===== src/rtl/pf_lpddr3_c0_ddrphy_blk_iod_rx_align_if.sv =====
// Lane-side bus of the LPDDR3 RX alignment controller (IOD controls, lane data, training status).
// ERR_CLR / ERR_CNT are present only when RX_ALIGN_ERR_MON_EN is defined.
interface pf_lpddr3_c0_ddrphy_blk_iod_rx_align_if;
    logic       TRAIN_START;
    logic [3:0] RX_DATA_0;
    logic       DELAY_LINE_OUT_OF_RANGE_0;
    logic       RX_BIT_SLIP_0;
    logic       DELAY_LINE_LOAD_0;
    logic       DELAY_LINE_MOVE_0;
    logic       DELAY_LINE_DIRECTION_0;
    logic [3:0] RX_WORD;
    logic       RX_VALID;
    logic       TRAIN_BUSY;
    logic       TRAIN_DONE;
    logic       TRAIN_FAIL;
    logic [7:0] TAP_CNT;
    logic [1:0] SLIP_CNT;
`ifdef RX_ALIGN_ERR_MON_EN
    logic       ERR_CLR;
    logic [7:0] ERR_CNT;
`endif

    modport master (
        output TRAIN_START,
        output RX_DATA_0,
        output DELAY_LINE_OUT_OF_RANGE_0,
        input  RX_BIT_SLIP_0,
        input  DELAY_LINE_LOAD_0,
        input  DELAY_LINE_MOVE_0,
        input  DELAY_LINE_DIRECTION_0,
        input  RX_WORD,
        input  RX_VALID,
        input  TRAIN_BUSY,
        input  TRAIN_DONE,
        input  TRAIN_FAIL,
        input  TAP_CNT,
        input  SLIP_CNT
`ifdef RX_ALIGN_ERR_MON_EN
        ,
        output ERR_CLR,
        input  ERR_CNT
`endif
    );

    modport slave (
        input  TRAIN_START,
        input  RX_DATA_0,
        input  DELAY_LINE_OUT_OF_RANGE_0,
        output RX_BIT_SLIP_0,
        output DELAY_LINE_LOAD_0,
        output DELAY_LINE_MOVE_0,
        output DELAY_LINE_DIRECTION_0,
        output RX_WORD,
        output RX_VALID,
        output TRAIN_BUSY,
        output TRAIN_DONE,
        output TRAIN_FAIL,
        output TAP_CNT,
        output SLIP_CNT
`ifdef RX_ALIGN_ERR_MON_EN
        ,
        input  ERR_CLR,
        output ERR_CNT
`endif
    );
endinterface


===== src/rtl/pf_lpddr3_c0_ddrphy_blk_iod_rx_align.sv =====
// Receive word-framing / delay-line training controller for one LPDDR3 IOD input lane.
// Define RX_ALIGN_ERR_MON_EN to add the post-lock mismatch counter (ERR_CLR / ERR_CNT).
module pf_lpddr3_c0_ddrphy_blk_iod_rx_align #(
    parameter logic [3:0] PATTERN       = 4'b0011,
    parameter int         WINDOW        = 16,
    parameter int         SETTLE_CYCLES = 8,
    parameter int         MAX_TAPS      = 128
) (
    input logic FAB_CLK,
    input logic RX_SYNC_RST,
    pf_lpddr3_c0_ddrphy_blk_iod_rx_align_if.slave bus
);

    typedef enum logic [2:0] {
        IDLE,
        LOAD,
        SETTLE,
        CHECK,
        SLIP,
        MOVE,
        DONE,
        FAIL
    } state_t;

    state_t     state_q, state_d;
    logic [3:0] rx_q;
    logic [7:0] settleCnt_q, settleCnt_d;
    logic [7:0] matchCnt_q, matchCnt_d;
    logic [7:0] tapCnt_q, tapCnt_d;
    logic [1:0] slipCnt_q, slipCnt_d;
    logic       loadPulse_q, loadPulse_d;
    logic       slipPulse_q, slipPulse_d;
    logic       movePulse_q, movePulse_d;
    logic       busy_q, busy_d;
    logic       done_q, done_d;
    logic       fail_q, fail_d;
    logic       dir_q;
    logic       inBusy;
    logic       rxMatch;

    assign inBusy  = state_q inside {LOAD, SETTLE, CHECK, SLIP, MOVE};
    assign rxMatch = (rx_q == PATTERN);

    // Pulses and status are computed for the state being entered so every output is a flop.
    always_comb begin
        state_d     = state_q;
        settleCnt_d = settleCnt_q;
        matchCnt_d  = matchCnt_q;
        tapCnt_d    = tapCnt_q;
        slipCnt_d   = slipCnt_q;
        loadPulse_d = 1'b0;
        slipPulse_d = 1'b0;
        movePulse_d = 1'b0;

        if (inBusy && bus.DELAY_LINE_OUT_OF_RANGE_0) begin
            state_d = FAIL;
        end else begin
            case (state_q)
                IDLE, DONE, FAIL: begin
                    if (bus.TRAIN_START) begin
                        state_d     = LOAD;
                        loadPulse_d = 1'b1;
                        tapCnt_d    = 8'd0;
                        slipCnt_d   = 2'd0;
                        matchCnt_d  = 8'd0;
                    end
                end
                LOAD: begin
                    state_d     = SETTLE;
                    settleCnt_d = 8'd0;
                    matchCnt_d  = 8'd0;
                end
                SETTLE: begin
                    if (settleCnt_q == 8'(SETTLE_CYCLES - 1)) begin
                        state_d = CHECK;
                    end else begin
                        settleCnt_d = settleCnt_q + 8'd1;
                    end
                end
                CHECK: begin
                    if (rxMatch) begin
                        if (matchCnt_q == 8'(WINDOW - 1)) begin
                            state_d = DONE;
                        end else begin
                            matchCnt_d = matchCnt_q + 8'd1;
                        end
                    end else if (slipCnt_q != 2'd3) begin
                        state_d     = SLIP;
                        slipPulse_d = 1'b1;
                        slipCnt_d   = slipCnt_q + 2'd1;
                    end else begin
                        // The last tap is never stepped past; MOVE then falls through to FAIL.
                        state_d = MOVE;
                        if (tapCnt_q != 8'(MAX_TAPS - 1)) begin
                            movePulse_d = 1'b1;
                            tapCnt_d    = tapCnt_q + 8'd1;
                            slipCnt_d   = 2'd0;
                        end
                    end
                end
                SLIP: begin
                    state_d     = SETTLE;
                    settleCnt_d = 8'd0;
                    matchCnt_d  = 8'd0;
                end
                MOVE: begin
                    if (movePulse_q) begin
                        state_d     = SETTLE;
                        settleCnt_d = 8'd0;
                        matchCnt_d  = 8'd0;
                    end else begin
                        state_d = FAIL;
                    end
                end
                default: state_d = IDLE;
            endcase
        end

        busy_d = state_d inside {LOAD, SETTLE, CHECK, SLIP, MOVE};
        done_d = (state_d == DONE);
        fail_d = (state_d == FAIL);
    end

    always_ff @(posedge FAB_CLK) begin
        if (RX_SYNC_RST) begin
            state_q     <= IDLE;
            rx_q        <= 4'd0;
            settleCnt_q <= 8'd0;
            matchCnt_q  <= 8'd0;
            tapCnt_q    <= 8'd0;
            slipCnt_q   <= 2'd0;
            loadPulse_q <= 1'b0;
            slipPulse_q <= 1'b0;
            movePulse_q <= 1'b0;
            busy_q      <= 1'b0;
            done_q      <= 1'b0;
            fail_q      <= 1'b0;
            dir_q       <= 1'b0;
        end else begin
            state_q     <= state_d;
            rx_q        <= bus.RX_DATA_0;
            settleCnt_q <= settleCnt_d;
            matchCnt_q  <= matchCnt_d;
            tapCnt_q    <= tapCnt_d;
            slipCnt_q   <= slipCnt_d;
            loadPulse_q <= loadPulse_d;
            slipPulse_q <= slipPulse_d;
            movePulse_q <= movePulse_d;
            busy_q      <= busy_d;
            done_q      <= done_d;
            fail_q      <= fail_d;
            dir_q       <= 1'b1;
        end
    end

    assign bus.RX_WORD                = rx_q;
    assign bus.RX_VALID               = done_q;
    assign bus.TRAIN_DONE             = done_q;
    assign bus.TRAIN_FAIL             = fail_q;
    assign bus.TRAIN_BUSY             = busy_q;
    assign bus.TAP_CNT                = tapCnt_q;
    assign bus.SLIP_CNT               = slipCnt_q;
    assign bus.DELAY_LINE_LOAD_0      = loadPulse_q;
    assign bus.RX_BIT_SLIP_0          = slipPulse_q;
    assign bus.DELAY_LINE_MOVE_0      = movePulse_q;
    assign bus.DELAY_LINE_DIRECTION_0 = dir_q;

`ifdef RX_ALIGN_ERR_MON_EN
    logic [7:0] errCnt_q, errCnt_d;

    // Counts only while locked; any exit from DONE restarts the count, clear beats increment.
    always_comb begin
        errCnt_d = errCnt_q;
        if (bus.ERR_CLR || (state_d != DONE)) begin
            errCnt_d = 8'd0;
        end else if ((state_q == DONE) && !rxMatch && (errCnt_q != 8'hFF)) begin
            errCnt_d = errCnt_q + 8'd1;
        end
    end

    always_ff @(posedge FAB_CLK) begin
        if (RX_SYNC_RST) begin
            errCnt_q <= 8'd0;
        end else begin
            errCnt_q <= errCnt_d;
        end
    end

    assign bus.ERR_CNT = errCnt_q;
`endif

endmodule


===== src/flat_wrapper.sv =====
// flat-port wrapper written by rule: the top's interface ports become plain ports
module pf_lpddr3_c0_ddrphy_blk_iod_rx_align_flat 
#(
    parameter logic [3:0] PATTERN       = 4'b0011,
    parameter int         WINDOW        = 16,
    parameter int         SETTLE_CYCLES = 8,
    parameter int         MAX_TAPS      = 128
)
  (FAB_CLK, RX_SYNC_RST, bus_TRAIN_START, bus_RX_DATA_0, bus_DELAY_LINE_OUT_OF_RANGE_0, bus_RX_BIT_SLIP_0, bus_DELAY_LINE_LOAD_0, bus_DELAY_LINE_MOVE_0, bus_DELAY_LINE_DIRECTION_0, bus_RX_WORD, bus_RX_VALID, bus_TRAIN_BUSY, bus_TRAIN_DONE, bus_TRAIN_FAIL, bus_TAP_CNT, bus_SLIP_CNT);
  pf_lpddr3_c0_ddrphy_blk_iod_rx_align_if bus_i ();
  input logic FAB_CLK;
  input logic RX_SYNC_RST;
  input wire logic [$bits(bus_i.TRAIN_START)-1:0] bus_TRAIN_START;
  input wire logic [$bits(bus_i.RX_DATA_0)-1:0] bus_RX_DATA_0;
  input wire logic [$bits(bus_i.DELAY_LINE_OUT_OF_RANGE_0)-1:0] bus_DELAY_LINE_OUT_OF_RANGE_0;
  output wire logic [$bits(bus_i.RX_BIT_SLIP_0)-1:0] bus_RX_BIT_SLIP_0;
  output wire logic [$bits(bus_i.DELAY_LINE_LOAD_0)-1:0] bus_DELAY_LINE_LOAD_0;
  output wire logic [$bits(bus_i.DELAY_LINE_MOVE_0)-1:0] bus_DELAY_LINE_MOVE_0;
  output wire logic [$bits(bus_i.DELAY_LINE_DIRECTION_0)-1:0] bus_DELAY_LINE_DIRECTION_0;
  output wire logic [$bits(bus_i.RX_WORD)-1:0] bus_RX_WORD;
  output wire logic [$bits(bus_i.RX_VALID)-1:0] bus_RX_VALID;
  output wire logic [$bits(bus_i.TRAIN_BUSY)-1:0] bus_TRAIN_BUSY;
  output wire logic [$bits(bus_i.TRAIN_DONE)-1:0] bus_TRAIN_DONE;
  output wire logic [$bits(bus_i.TRAIN_FAIL)-1:0] bus_TRAIN_FAIL;
  output wire logic [$bits(bus_i.TAP_CNT)-1:0] bus_TAP_CNT;
  output wire logic [$bits(bus_i.SLIP_CNT)-1:0] bus_SLIP_CNT;
  assign bus_i.TRAIN_START = bus_TRAIN_START;
  assign bus_i.RX_DATA_0 = bus_RX_DATA_0;
  assign bus_i.DELAY_LINE_OUT_OF_RANGE_0 = bus_DELAY_LINE_OUT_OF_RANGE_0;
  assign bus_RX_BIT_SLIP_0 = bus_i.RX_BIT_SLIP_0;
  assign bus_DELAY_LINE_LOAD_0 = bus_i.DELAY_LINE_LOAD_0;
  assign bus_DELAY_LINE_MOVE_0 = bus_i.DELAY_LINE_MOVE_0;
  assign bus_DELAY_LINE_DIRECTION_0 = bus_i.DELAY_LINE_DIRECTION_0;
  assign bus_RX_WORD = bus_i.RX_WORD;
  assign bus_RX_VALID = bus_i.RX_VALID;
  assign bus_TRAIN_BUSY = bus_i.TRAIN_BUSY;
  assign bus_TRAIN_DONE = bus_i.TRAIN_DONE;
  assign bus_TRAIN_FAIL = bus_i.TRAIN_FAIL;
  assign bus_TAP_CNT = bus_i.TAP_CNT;
  assign bus_SLIP_CNT = bus_i.SLIP_CNT;
  pf_lpddr3_c0_ddrphy_blk_iod_rx_align #(.PATTERN(PATTERN), .WINDOW(WINDOW), .SETTLE_CYCLES(SETTLE_CYCLES), .MAX_TAPS(MAX_TAPS)) u_core (.FAB_CLK(FAB_CLK), .RX_SYNC_RST(RX_SYNC_RST), .bus(bus_i));
endmodule

===== config.mk =====
export PLATFORM = sky130hd
export DESIGN_NAME = pf_lpddr3_c0_ddrphy_blk_iod_rx_align_flat
export DESIGN_NICKNAME = d
export VERILOG_FILES = /design/src/rtl/pf_lpddr3_c0_ddrphy_blk_iod_rx_align_if.sv /design/src/rtl/pf_lpddr3_c0_ddrphy_blk_iod_rx_align.sv /design/src/flat_wrapper.sv
export SDC_FILE = /design/constraint.sdc
export NUM_CORES = 1
export LEC_CHECK = 0
export CORE_MARGIN = 4
export CORE_UTILIZATION = 45
export DETAILED_ROUTE_END_ITERATION = 10
export PLACE_DENSITY = 0.69
export REMOVE_ABC_BUFFERS = 1
export SLEW_MARGIN = 5
export SYNTH_ARGS = -nofsm -noshare
export SYNTH_HDL_FRONTEND = slang
export SYNTH_SLANG_ARGS = --single-unit

===== constraint.sdc =====
create_clock -name FAB_CLK -period 2.9 [get_ports FAB_CLK]
set_clock_uncertainty 0.2 [all_clocks]
set_input_delay 0.29 -clock FAB_CLK [delete_from_list [all_inputs] [get_ports FAB_CLK]]
set_output_delay 0.29 -clock FAB_CLK [all_outputs]
set_load 0.005 [all_outputs]

==> After elaboration in Yosys (flattened, before gate mapping) <==
Index checks and enable logic that the tools add are counted.
{ "word_totals": {"in_bits": 8, "output_inout_bits": 22, "wordCells": 92, "romBits": 0, "memories": 0, "latch_bits": 0, "regBits": 40, "ramBits": 0} }
{ "op_classes": {"add_sub_neg": 4, "reduce_logical": 16, "div_mod_pow": 0, "n_eq_ne": 28, "multipliers": 0, "n_bitwise": 3, "magnitude_cmp": 0, "n_shift": 0, "n_mux": 28} }
{ "op_table": {"columns": ["op", "count"], "rows": [
  ["$mux 8", 8],
  ["$pmux 8 s4", 1],
  ["$add 8x1->8 const B", 3],
  ["$eq 3x3->1 const B", 8],
  ["$pmux 8 s3", 1],
  ["$mux 3", 6],
  ["$pmux 8 s2", 1],
  ["$pmux 3 s5", 1],
  ["$ne 2x2->1 const B", 7],
  ["$eq 3x2->1 const B", 4],
  ["$reduce_and 6->1", 2],
  ["$reduce_bool 5->1", 2],
  ["$eq 8x3->1 const B", 1],
  ["$eq 8x4->1 const B", 1],
  ["$mux 2", 4],
  ["$ne 8x7->1 const B", 1],
  ["$eq 3x1->1 const B", 2],
  ["$reduce_or 3->1", 2],
  ["$mux 1", 5],
  ["$reduce_and 5->1", 1],
  ["$reduce_or 5->1", 1],
  ["$eq 4x2->1 const B", 1],
  ["$ne 2x1->1 const B", 2],
  ["$pmux 2 s2", 1],
  ["other kinds (11)", 13]
]} }

==> Longest topological paths before layout <==
{ "depth": {"ltp_word": 7, "ltp_mapped": 8} }

==> Worst setup path before layout <==
No wires, ideal clock.
{ "synth_path": {"kind": "flip-flop to flip-flop", "from": "reg, netlist name u_core.matchCnt_q[0]", "to": "reg u_core.tapCnt_q[5], in the netlist u_core.bus.TAP_CNT[5]", "t_arrival_ns": 2.039, "setup_ns": 0.070, "slack_ns": 0.591, "t_required_ns": 2.630, "synth_period_minus_slack_ns": 2.309, "path_stages_with_launch": 9, "path_buffers": 1, "cell_sequence": "dfxtp_1 > ha_1 > and3_1 > a21oi_1 > o22a_4 > o21a_4 > buf_6 > or4_1 > a21oi_1"} }
{ "synth_rtl": {"columns": ["item", "line_no", "rtl"], "rows": [
  ["end signal: assignment", "pf_lpddr3_c0_ddrphy_blk_iod_rx_align.sv:144", "tapCnt_q <= tapCnt_d;"],
  ["end: declaration", "pf_lpddr3_c0_ddrphy_blk_iod_rx_align.sv:29", "logic [7:0] tapCnt_q, tapCnt_d;"]
]} }

==> impl_metrics.py <==
metrics = {
    "status": {
        "status": "finished clean",
    },
    "yosys": {
        "synth_largest_type_area_fraction_pct": 41.2,
        "post-synth-top-area-cell": "dfxtp_1",
        "yosys_warnings": 0,
        "synth.distinct_cells": 51,
        "synth_cells": 228,
        "dominantRegCellSynth": "dfxtp_1",
        "synth-seq-cells": 40,
        "number_of_enable_flip_flop_cells_after_synthesis": 0,
        "proportion_of_synthesized_chip_area_in_sequential_cells_pct": 41.2,
        "ys_async_sr_fraction_pct": 0,
        "syn-mean-instance-area_um2": 8.53,
        "synth_area_um2": 1950,
        "synth.top_cells.by_area": "dfxtp_1, a21oi_1, xor2_1",
    },
    "timing": {
        "grt_setup_unrepaired": "false",
        "timing.max_slew.rel_slack_pct": 60.9,
        "maxClockFrequency_mhz": 406,
        "final_number_of_setup_violating_endpoints": 0,
        "fin_crit_ns": 2.46,
        "setup-tns-final_ns": 0,
        "maxSlewViolCount": 0,
        "final_hold_viol_count": 0,
        "final_min_period_over_clock_period_pct": 84.9,
        "worst_slew_pin_slew_ns": 0.579,
        "worst_slack_ns": 0.437,
    },
    "drt": {
        "ant_nets": 0,
        "drc_viols": 0,
        "route.detailed.wl_per_inst_um": 13.6,
        "initialDrtViolationCount": 86,
        "routed-via-count": 1707,
        "via_per_inst": 5.51,
        "drt_wl_total_mm": 4.22,
        "length_of_the_first_detailed_routing_pass_in_iterations": 4,
    },
    "global_route": {
        "global_route.overflow_total": 0,
        "grt_start_max_net_pins": 18,
        "grt_pass1_vias": 1518,
        "grt_use_total_pct": 16.8,
        "grt_pass1_wl_mm": 7.18,
        "antenna_found_initial": 0,
    },
    "setup_path": {
        "timing.critical_path.arrival_ns": 2.48,
        "critical_path_class": "flop to flop",
        "critPathTopFamily": "compound AO/OA/AOI/OAI gates",
        "timing.rr.start": "u_core.matchCnt_q[0]",
        "critical_path.cell_chain": "ha_1, and3_1, a21oi_1, o22a_4, o21a_4, or4_1, a21oi_1",
        "worst_r2r_path_depth": 7,
        "crit_path_start_kind": "flop",
        "critical_path_buf_inv_count": 0,
        "max_stage_delay_ns": 0.50,
        "worst_reg_to_reg_setup_slack_ns": 0.44,
        "worst-path-max-fanout": 13,
        "critical_path.most_common_cell": "a21oi_1",
        "critical_path_required_ns": 2.92,
        "crit_path_top_delay_cell": "or4_1",
        "rr_endpoint": "u_core.bus.TAP_CNT[7]",
        "critPathCaptureType": "flop",
    },
    "placed_design": {
        "place.detailed.hpwl_mm": 3.02,
        "place.gp.congestion": 0.804,
        "buffer_ports.inserted": 29,
        "placement.setup.worst_slack_ns": 0.353,
    },
    "die": {
        "number_of_i_o_pins": 30,
        "dieArea_um2": 5440,
        "initial_utilization_pct": 47.6,
        "die_height_um": 73.8,
        "core_area_um2": 4090,
        "die_w_um": 73.8,
        "floorplan.rows": 23,
    },
    "power_and_ir_drop": {
        "power.switching_uw": 631,
        "leakagePower_uw": 0.000864,
        "swShare_pct": 34.5,
        "sequential_power_share_pct": 36.3,
        "comb_power_share_pct": 36.8,
        "p_per_area_nw_per_um2": 758,
        "irDropWorstVdd_mv": 0.372,
        "power_report.internal_total_uw": 1200,
        "part_of_the_total_power_dissipated_in_the_clock_network_pct": 26.9,
    },
    "hold_path": {
        "timing.hold.worst.class": "flop to flop",
        "hold-path-cell-count": 2,
        "worstHoldStart": "u_core.matchCnt_q[1]",
        "worst_hold_path.endpoint": "u_core.matchCnt_q[1]",
    },
    "clocking": {
        "worst_skew_pair.late_latency_ns": 0.28,
        "htree_num_levels": 2,
        "clkTransAtPathRegs_ns": 0.08,
        "setup_fix_bufs_post_cts": 0,
        "postCtsHoldBufs": 0,
        "clock_tree.root_cell": "clkbuf_8",
        "maximum_count_of_clock_buffers_along_a_single_path": 2,
        "tritoncts": "yes",
        "cts-buffers-inserted": 5,
        "cts-resized-gates": 0,
        "tritoncts_num_sinks": 40,
    },
    "run": {
        "maxcap_violations": 0,
    },
    "cells_and_area": {
        "num_antenna_cells": 0,
        "most_common_cell_after_layout_fill_and_taps_aside": "dfxtp_1",
        "commonest_cells_after_routing_fill_and_taps_aside": "dfxtp_1, clkdlybuf4s50_1, nand2_1, nor2_1, a21oi_1",
        "fillCellCount": 378,
        "final_net_count": 271,
        "drive_gt1_share_pct": 8.85,
        "layout-area-overhead-vs-synth_pct": 23.9,
    },
}
per-stage QoR:
step                      instances  total power, uW  hold slack, ns  instance area [um2]  utilization (%)
final                           310             1830           0.285                 2410             59.0
after detailed placement        302             1330           0.275                 2280             55.9
after global placement          302             1330           0.271                 2280             55.9
after CTS                       310             1830           0.289                 2410             59.0
after floorplan                 216             1090           0.159                 1880                -
after global routing            310             1950           0.311                 2410             59.0
cell families after synthesis:
group | share of synthesized area, %
AND/OR/NAND/NOR | 29.2
AO/OA/AOI/OAI | 17.7
flip-flops | 41.2
buffers and inverters | 4.44
XOR/XNOR | 4.95
adder cells (fa/ha/maj) | 2.57
worst min-delay path, cell delays in order, from the launching register on:
cell	delay [ns]
dfxtp_1	0.33
nand2_1	0.06
a21oi_1	0.05
worst max path at each step:
stage	startpoint	to	slack (ns)	cells past startpoint
floorplan	u_core.state_q[2]	u_core.bus.TAP_CNT[6]	0.55	6
global placement	bus_DELAY_LINE_OUT_OF_RANGE_0	u_core.bus.TAP_CNT[3]	0.42	7
detailed placement	bus_DELAY_LINE_OUT_OF_RANGE_0	u_core.bus.TAP_CNT[7]	0.35	7
CTS	u_core.matchCnt_q[0]	u_core.bus.TAP_CNT[7]	0.46	7
global route	u_core.matchCnt_q[0]	u_core.bus.TAP_CNT[5]	0.30	7
finish	u_core.matchCnt_q[0]	u_core.bus.TAP_CNT[7]	0.44	7
area by class of cell:
type	instances	area (um2)	area share, %
inverters	5	18.8	0.779
clock buffers	7	96.3	4.00
repair buffers	36	343	14.2
flip-flops and latches	40	801	33.2
multi-input cells	171	1060	43.9
well taps	50	62.6	2.60
clock inverters	1	30.0	1.25
layer usage:
| metal | track usage (%) | part of all wire (%) |
|---|---|---|
| met5 | 0 | 0 |
| met3 | 5.75 | 5.6 |
| met2 | 25.9 | 47 |
| met4 | 4.43 | 0.81 |
| met1 | 22.4 | 46 |
Yosys cell counts (all sizes together), types with 3 or more instances:
master and count:
dfxtp 40, nand2 21, nor2 21, a21oi 18
nand3 11, xor2 10, o21ai 9, buf 7
nor2b 7, and3 6, nand4 6, nor3 6
or4 6, clkbuf 5, o31ai 5, or2 5
ha 4, inv 4, nand2b 4, and2 3
state kept, by name (all words and copies together), names as in the netlist, 2 cells and up:
| register | flops |
|---|---|
| u_core.state_q | 3 |
| u_core.settleCnt_q | 8 |
| u_core.bus.RX_WORD | 4 |
| u_core.matchCnt_q | 8 |
| u_core.bus.TAP_CNT | 8 |
| u_core.bus.SLIP_CNT | 2 |
power by group through the flow:
stage	clock [uW]	combinational (uW)	sequential [uW]
finish	492	671	663
global route	534	750	671
CTS	505	668	663
detailed placement	0	660	673
global placement	0	654	676
floorplan	0	393	694
Note: power is estimated with default switching activity, not from simulation.
